### config.mk
export PLATFORM = sky130hd
export DESIGN_NAME = pkt_comm_output_decoder
export DESIGN_NICKNAME = d
export VERILOG_FILES = /design/src/rtl/pkt_comm_pkg.sv /design/src/rtl/pkt_comm_cksum32.sv /design/src/rtl/pkt_comm_output_decoder.sv
export SDC_FILE = /design/constraint.sdc
export NUM_CORES = 1
export LEC_CHECK = 0
export ABC_AREA = 0
export CAP_MARGIN = 20
export CORE_MARGIN = 2
export CORE_UTILIZATION = 59
export DETAILED_ROUTE_END_ITERATION = 12
export GPL_TIMING_DRIVEN = 0
export PLACE_DENSITY = 0.79
export SYNTH_ARGS = -nofsm -noshare
export SYNTH_HDL_FRONTEND = slang
export SYNTH_SLANG_ARGS = --single-unit
### constraint.sdc
create_clock -name PKT_COMM_CLK -period 7.3 [get_ports PKT_COMM_CLK]
set_input_delay 1.095 -clock PKT_COMM_CLK [delete_from_list [all_inputs] [get_ports PKT_COMM_CLK]]
set_output_delay 1.095 -clock PKT_COMM_CLK [all_outputs]
set_load 0.005 [all_outputs]
### src/rtl/pkt_comm_pkg.sv
// Shared constants, FSM encoding and helpers for the pkt_comm v2 output decoder.
// Imported by the checksum accumulator and the decoder top.
package pkt_comm_pkg;

  localparam int PKT_HDR_BYTES = 10;
  localparam int CKSUM_BYTES   = 4;
  localparam int HDR_WORDS     = PKT_HDR_BYTES / 2;
  localparam int CK_WORDS      = CKSUM_BYTES / 2;

  localparam int ERR_VERSION  = 0;
  localparam int ERR_LEN      = 1;
  localparam int ERR_CHECKSUM = 2;

  typedef enum logic [2:0] {
    ST_HDR   = 3'd0,
    ST_HCK   = 3'd1,
    ST_DATA  = 3'd2,
    ST_DCK   = 3'd3,
    ST_ERROR = 3'd4
  } state_t;

  // Number of 16-bit payload words carrying len bytes (odd length rounds up).
  function automatic logic [23:0] words_for_len(input logic [23:0] len);
    return {1'b0, len[23:1]} + {23'd0, len[0]};
  endfunction

endpackage

### src/rtl/pkt_comm_cksum32.sv
// 32-bit one's-complement-style packet checksum built from 16-bit halves.
// hi selects whether the half lands in bits 31:16 or 15:0 of the current 32-bit word.
module pkt_comm_cksum32
  import pkt_comm_pkg::*;
(
  input  logic        clk,
  input  logic        rst_n,
  input  logic        clear,
  input  logic        add,
  input  logic        hi,
  input  logic [15:0] half,
  output logic [31:0] result
);

  logic [31:0] sum_r;
  logic [31:0] addend_s;

  assign addend_s = hi ? {half, 16'h0000} : {16'h0000, half};
  assign result   = ~sum_r;

  // Running sum; clear wins over add so a new region always starts from zero.
  always_ff @(posedge clk or negedge rst_n) begin
    if (!rst_n) begin
      sum_r <= 32'd0;
    end else if (clear) begin
      sum_r <= 32'd0;
    end else if (add) begin
      sum_r <= sum_r + addend_s;
    end
  end

endmodule

### src/rtl/pkt_comm_output_decoder.sv
// Parses the 16-bit application output stream into pkt_comm v2 packets, checks both
// checksums and hands header fields and payload words to a valid/ready consumer.
module pkt_comm_output_decoder
  import pkt_comm_pkg::*;
#(
  parameter int DISABLE_CHECKSUM = 0,
  parameter int VERSION          = 2,
  parameter int MAX_DATA_LEN     = 65536
) (
  input  logic        PKT_COMM_CLK,
  input  logic        rst_n,
  input  logic [15:0] din,
  input  logic        wr_en,
  output logic        full,
  output logic        hdr_valid,
  output logic [7:0]  pkt_type,
  output logic [15:0] pkt_id,
  output logic [23:0] data_len,
  output logic [15:0] dout,
  output logic        dout_valid,
  output logic        dout_last,
  input  logic        rd_en,
  output logic        pkt_done,
  output logic [2:0]  err
);

  state_t      state_r;
  logic [22:0] word_cnt_r;
  logic [7:0]  ver_r;
  logic [7:0]  type_r;
  logic [15:0] len_lo_r;
  logic [7:0]  len_hi_r;
  logic [15:0] ck_lo_r;
  logic        hdr_valid_r;
  logic        pkt_done_r;
  logic [7:0]  pkt_type_r;
  logic [15:0] pkt_id_r;
  logic [23:0] data_len_r;
  logic [2:0]  err_r;

  // Skid buffer entries are {last, word}; entry 0 is the head presented on dout.
  logic [16:0] buf0_r;
  logic [16:0] buf1_r;
  logic [1:0]  buf_cnt_r;

  logic        acc_s;
  logic        last_s;
  logic        full_s;
  logic        data_last_s;
  logic [15:0] pay_s;
  logic [23:0] hdr_len_s;
  logic        ver_bad_s;
  logic        len_bad_s;
  logic        hdr_bad_s;
  logic        ck_match_s;
  logic        err_enter_s;
  logic        push_s;
  logic        pop_s;
  logic        ck_clear_s;
  logic        ck_add_s;
  logic [31:0] ck_result_s;

  assign acc_s       = wr_en & ~full_s;
  assign hdr_len_s   = {len_hi_r, len_lo_r};
  assign ver_bad_s   = (ver_r != 8'(VERSION));
  assign len_bad_s   = ({8'd0, hdr_len_s} > 32'(MAX_DATA_LEN));
  assign hdr_bad_s   = ver_bad_s | len_bad_s;
  assign data_last_s = ({1'b0, word_cnt_r} == (words_for_len(data_len_r) - 24'd1));
  // The pad byte of an odd-length payload never reaches the consumer or the checksum.
  assign pay_s       = (data_last_s && data_len_r[0]) ? {8'h00, din[7:0]} : din;
  assign ck_match_s  = ({din, ck_lo_r} == ck_result_s);
  assign push_s      = acc_s & (state_r == ST_DATA);
  assign pop_s       = (buf_cnt_r != 2'd0) & rd_en;
  assign ck_add_s    = acc_s & ((state_r == ST_HDR) | (state_r == ST_DATA));
  assign ck_clear_s  = acc_s & last_s & ((state_r == ST_HCK) | (state_r == ST_DCK));
  assign err_enter_s = acc_s & last_s &
                       (((state_r == ST_HDR) & hdr_bad_s) |
                        (((state_r == ST_HCK) | (state_r == ST_DCK)) & ~ck_match_s));

  // Per-state last-word decode and back-pressure, all from registered state only.
  always_comb begin
    last_s = 1'b0;
    full_s = 1'b0;
    case (state_r)
      ST_HDR: begin
        last_s = (word_cnt_r == 23'(HDR_WORDS - 1));
        full_s = (DISABLE_CHECKSUM != 0) && last_s && (buf_cnt_r != 2'd0);
      end
      ST_HCK: begin
        last_s = (word_cnt_r == 23'(CK_WORDS - 1));
        full_s = last_s && (buf_cnt_r != 2'd0) && (data_len_r != 24'd0);
      end
      ST_DATA: begin
        last_s = data_last_s;
        full_s = (buf_cnt_r == 2'd2);
      end
      ST_DCK: begin
        last_s = (word_cnt_r == 23'(CK_WORDS - 1));
        full_s = 1'b0;
      end
      default: begin
        last_s = 1'b0;
        full_s = 1'b0;
      end
    endcase
  end

  pkt_comm_cksum32 u_cksum (
    .clk    (PKT_COMM_CLK),
    .rst_n  (rst_n),
    .clear  (ck_clear_s),
    .add    (ck_add_s),
    .hi     (word_cnt_r[0]),
    .half   ((state_r == ST_DATA) ? pay_s : din),
    .result (ck_result_s)
  );

  // Packet framing FSM with header capture, checksum compare and status pulses.
  always_ff @(posedge PKT_COMM_CLK or negedge rst_n) begin
    if (!rst_n) begin
      state_r     <= ST_HDR;
      word_cnt_r  <= 23'd0;
      ver_r       <= 8'd0;
      type_r      <= 8'd0;
      len_lo_r    <= 16'd0;
      len_hi_r    <= 8'd0;
      ck_lo_r     <= 16'd0;
      hdr_valid_r <= 1'b0;
      pkt_done_r  <= 1'b0;
      pkt_type_r  <= 8'd0;
      pkt_id_r    <= 16'd0;
      data_len_r  <= 24'd0;
      err_r       <= 3'd0;
    end else begin
      hdr_valid_r <= 1'b0;
      pkt_done_r  <= 1'b0;
      case (state_r)
        ST_HDR: begin
          if (acc_s) begin
            if (word_cnt_r == 23'd0) begin
              ver_r  <= din[7:0];
              type_r <= din[15:8];
            end
            if (word_cnt_r == 23'd2) len_lo_r <= din;
            if (word_cnt_r == 23'd3) len_hi_r <= din[7:0];
            if (last_s) begin
              word_cnt_r <= 23'd0;
              if (hdr_bad_s) begin
                err_r[ERR_VERSION] <= err_r[ERR_VERSION] | ver_bad_s;
                err_r[ERR_LEN]     <= err_r[ERR_LEN] | len_bad_s;
                state_r            <= ST_ERROR;
              end else begin
                pkt_type_r <= type_r;
                pkt_id_r   <= din;
                data_len_r <= hdr_len_s;
                if (DISABLE_CHECKSUM != 0) begin
                  hdr_valid_r <= 1'b1;
                  if (hdr_len_s == 24'd0) begin
                    pkt_done_r <= 1'b1;
                    state_r    <= ST_HDR;
                  end else begin
                    state_r <= ST_DATA;
                  end
                end else begin
                  state_r <= ST_HCK;
                end
              end
            end else begin
              word_cnt_r <= word_cnt_r + 23'd1;
            end
          end
        end
        ST_HCK: begin
          if (acc_s) begin
            if (!last_s) begin
              ck_lo_r    <= din;
              word_cnt_r <= word_cnt_r + 23'd1;
            end else begin
              word_cnt_r <= 23'd0;
              if (ck_match_s) begin
                hdr_valid_r <= 1'b1;
                state_r     <= (data_len_r == 24'd0) ? ST_DCK : ST_DATA;
              end else begin
                err_r[ERR_CHECKSUM] <= 1'b1;
                state_r             <= ST_ERROR;
              end
            end
          end
        end
        ST_DATA: begin
          if (acc_s) begin
            if (last_s) begin
              word_cnt_r <= 23'd0;
              if (DISABLE_CHECKSUM != 0) begin
                pkt_done_r <= 1'b1;
                state_r    <= ST_HDR;
              end else begin
                state_r <= ST_DCK;
              end
            end else begin
              word_cnt_r <= word_cnt_r + 23'd1;
            end
          end
        end
        ST_DCK: begin
          if (acc_s) begin
            if (!last_s) begin
              ck_lo_r    <= din;
              word_cnt_r <= word_cnt_r + 23'd1;
            end else begin
              word_cnt_r <= 23'd0;
              if (ck_match_s) begin
                pkt_done_r <= 1'b1;
                state_r    <= ST_HDR;
              end else begin
                err_r[ERR_CHECKSUM] <= 1'b1;
                state_r             <= ST_ERROR;
              end
            end
          end
        end
        ST_ERROR: begin
          state_r <= ST_ERROR;
        end
        default: begin
          state_r <= ST_HDR;
        end
      endcase
    end
  end

  // Two-entry payload skid buffer; emptied when the decoder falls into ERROR.
  always_ff @(posedge PKT_COMM_CLK or negedge rst_n) begin
    if (!rst_n) begin
      buf0_r    <= 17'd0;
      buf1_r    <= 17'd0;
      buf_cnt_r <= 2'd0;
    end else if (err_enter_s) begin
      buf_cnt_r <= 2'd0;
    end else begin
      case ({push_s, pop_s})
        2'b10: begin
          if (buf_cnt_r == 2'd0) buf0_r <= {data_last_s, pay_s};
          else buf1_r <= {data_last_s, pay_s};
          buf_cnt_r <= buf_cnt_r + 2'd1;
        end
        2'b01: begin
          buf0_r    <= buf1_r;
          buf_cnt_r <= buf_cnt_r - 2'd1;
        end
        2'b11: begin
          if (buf_cnt_r == 2'd1) begin
            buf0_r <= {data_last_s, pay_s};
          end else begin
            buf0_r <= buf1_r;
            buf1_r <= {data_last_s, pay_s};
          end
        end
        default: begin
          buf_cnt_r <= buf_cnt_r;
        end
      endcase
    end
  end

  assign full       = full_s;
  assign hdr_valid  = hdr_valid_r;
  assign pkt_type   = pkt_type_r;
  assign pkt_id     = pkt_id_r;
  assign data_len   = data_len_r;
  assign dout       = buf0_r[15:0];
  assign dout_valid = (buf_cnt_r != 2'd0);
  assign dout_last  = buf0_r[16] & (buf_cnt_r != 2'd0);
  assign pkt_done   = pkt_done_r;
  assign err        = err_r;

endmodule
==> results.cfg <==
[outcome]
outcome = finished clean

[grt]
grt_max_degree = 120
grt_usage_pct = 30.2
antenna_found_initial = 0
grt_pass1_wl_um = 50600
grt_pass1_vias = 9381
grt_overflow = 0

[clock_tree]
root_buffer = clkbuf_16
cts_setup_buffers = 0
clk_pin_slew_worst_paths_ns = 0.06
cts_tree = done
cts_sinks = 203
cts.path.max_buffers = 3
insertion_delay_ns = 0.54
cts_resized = 0
numCtsBuffers = 23
htree_levels = 1
cts_hold_buffers = 0

[route]
drc = 0
num_vias = 9500
viasPerCell = 6.11
drt_iter0_markers = 661
drtPass1Iterations = 7
drt-total-wl_um = 32100
wl_per_cell_um = 20.6
ant_nets = 0

[critical_path]
endpoint_kind = register
critPathKind = reg2reg
r2r_end = u_cksum.sum_r[30]$_DFFE_PN0P_
worstPathMaxFanout = 9
worst_r2r_startpoint = data_len[0]$_DFFE_PN0P_
critPathLaunchType = register
crit_end = u_cksum.sum_r[30]$_DFFE_PN0P_
arrival_ns = 7.13
crit_start = data_len[0]$_DFFE_PN0P_
crit_required_ns = 7.71
rrSetupSlack_ns = 0.58
r2r_cells = 21

[logic_synthesis]
synthCells = 1171
postSynthNetCount = 1233
yosysWarnings = 0
synth_seq_area_share_pct = 43.4
synth-main-ff-cell = dfrtp_1
syn_area_um2 = 11700
ys_seq_elements = 203
syn_avg_cell_area_um2 = 10.0
synth_top_area_cell = dfrtp_1
synthArstFlopShare_pct = 100
synth.area.top_cells = dfrtp_1 43%, mux2_2 8.0%, xor2_1 4.7%
synth_cell_type_count = 72
synth_top_area_share_pct = 43.4
synth_edf_count = 0

[place]
place_area_um2 = 12800
port_buffers = 75
dp_hpwl_um = 22500
place_congestion = 0.918

[floorplanning]
ioPinCount = 92
dieHeight_um = 145
start_util_pct = 60.2
core-area_um2 = 19500
die_area_um2 = 21000
fp-row-count = 51
fp.dieW_um = 145

[final_layout]
layout_commonest_cell = dfrtp_1
final_area_um2 = 13700
drive_gt1_share_pct = 15.1
utilization_pct = 70.6
area_growth_pct = 17.3
nets = 1336
final_cell_mix = 203 x dfrtp_1, 115 x nand2_1, 87 x nor2_1
antenna_cells = 0

[sta]
tns_ns = 0
slew_viol_final = 0
holdWs_ns = 0.461
final.min_clock_period_ns = 6.72
fmax_ghz = 0.149
fin_crit_sh_pct = 92.1
skew_ns = 0.0250
hold_violations = 0
setup_viol = 0
rsz0062_at_grt = no
slew_headroom_pct = 37.5
worst_pin_slew_ns = 0.929

[pwr]
p_total_w = 0.00403
power_density_nw_per_um2 = 293
irDropWorstVdd_v = 0.000191
leakagePower_nw = 6.56

[flow_run]
max_cap_violations = 0

[hold_path]
hold_class = reg2reg
## critical path: stages, from the launching register on
cell and delay [ns]:
dfrtp_1 0.45, inv_1 0.11, ha_1 0.19, nor3b_2 0.53
a32oi_1 0.24, or4_1 0.57, nor3_1 0.19, nand4_1 0.16
nor4_4 0.57, nand2_1 0.43, o21ai_1 0.62, nor2_1 0.16
ha_1 0.39, a21o_1 0.20, a21o_1 0.17, a21o_1 0.19
a22oi_1 0.28, a21oi_1 0.16, o211ai_1 0.31, a211oi_1 0.14
or3_1 0.32, a32o_1 0.24
## routing by layer
layer,GRT usage (%),share of wire (%)
met5,0,0
met4,13.1,4.3
met3,5.19,7.1
met2,49.8,48
met1,39.4,40
## through the flow
stage                     std cells  setup slack, ns
after floorplan                1171             2.08
after global placement         1511            -3.43
after detailed placement       1512            0.715
after CTS                      1552            0.690
after global routing           1554            0.157
final                          1554            0.578
## flip-flops by register name, indices dropped and copies added, names as in the netlist, 2 cells and up
name,cells
u_cksum.sum_r,32
data_len,24
word_cnt_r,23
buf0_r,17
buf1_r,17
ck_lo_r,16
len_lo_r,16
pkt_id,16
len_hi_r,8
pkt_type,8
type_r,8
ver_r,8
err,3
state_r,3
buf_cnt_r,2
## worst min path at each step
stage / depth (start not counted) / start / end
2_1_floorplan: 2 / buf1_r[10]$_DFFE_PN0P_ / buf1_r[10]$_DFFE_PN0P_
3_3_place_gp: 1 / err[2]$_DFFE_PN0P_ / err[2]$_DFFE_PN0P_
3_5_place_dp: 1 / err[2]$_DFFE_PN0P_ / err[2]$_DFFE_PN0P_
4_1_cts: 1 / err[2]$_DFFE_PN0P_ / err[2]$_DFFE_PN0P_
5_1_grt: 1 / err[1]$_DFFE_PN0P_ / err[1]$_DFFE_PN0P_
6_report: 1 / err[2]$_DFFE_PN0P_ / err[2]$_DFFE_PN0P_
## power breakdown
part | internal, W | leakage, nW | switching (W)
combinational | 0.000560 | 3.42 | 0.000642
clock | 0.000891 | 0.447 | 0.000488
sequential | 0.00128 | 2.69 | 0.000162
## cell families (layout without fill, tap and decap cells)
group	Yosys count	in the layout	synth area share, %
simple gates	398	398	17.3
flops	203	203	43.4
compound gates	193	193	10.6
buf+inv	113	231	4.52
mux	111	111	11.4
xor+xnor	110	110	8.22
fa+ha+maj	43	43	4.64
## Yosys cell counts (all sizes together) (6+ instances only)
cell    instances
mux2          107
and2           19
nor3           27
a211oi          9
dfrtp         203
xnor2          47
ha             41
nor2b          14
o211ai          6
clkbuf         49
nor4           24
a21oi          46
a31oi          22
nand3          34
and3           14
nor3b           6
or3            11
nand2         115
a21o           22
nor2           87
o21ai          43
inv            34
nand4          23
o21bai          6
xor2           63
buf            30
## final cells by class
type / count / area, um2
Buffer: 79 / 402
Clock buffer: 26 / 617
Clock inverter: 14 / 285
Fill cell: 1426 / 5720
Inverter: 34 / 128
Multi-Input combinational cell: 855 / 6100
Sequential cell: 203 / 5080
Tap cell: 265 / 332
Timing Repair Buffer: 78 / 792
Note: power is estimated with default switching activity, not from simulation.
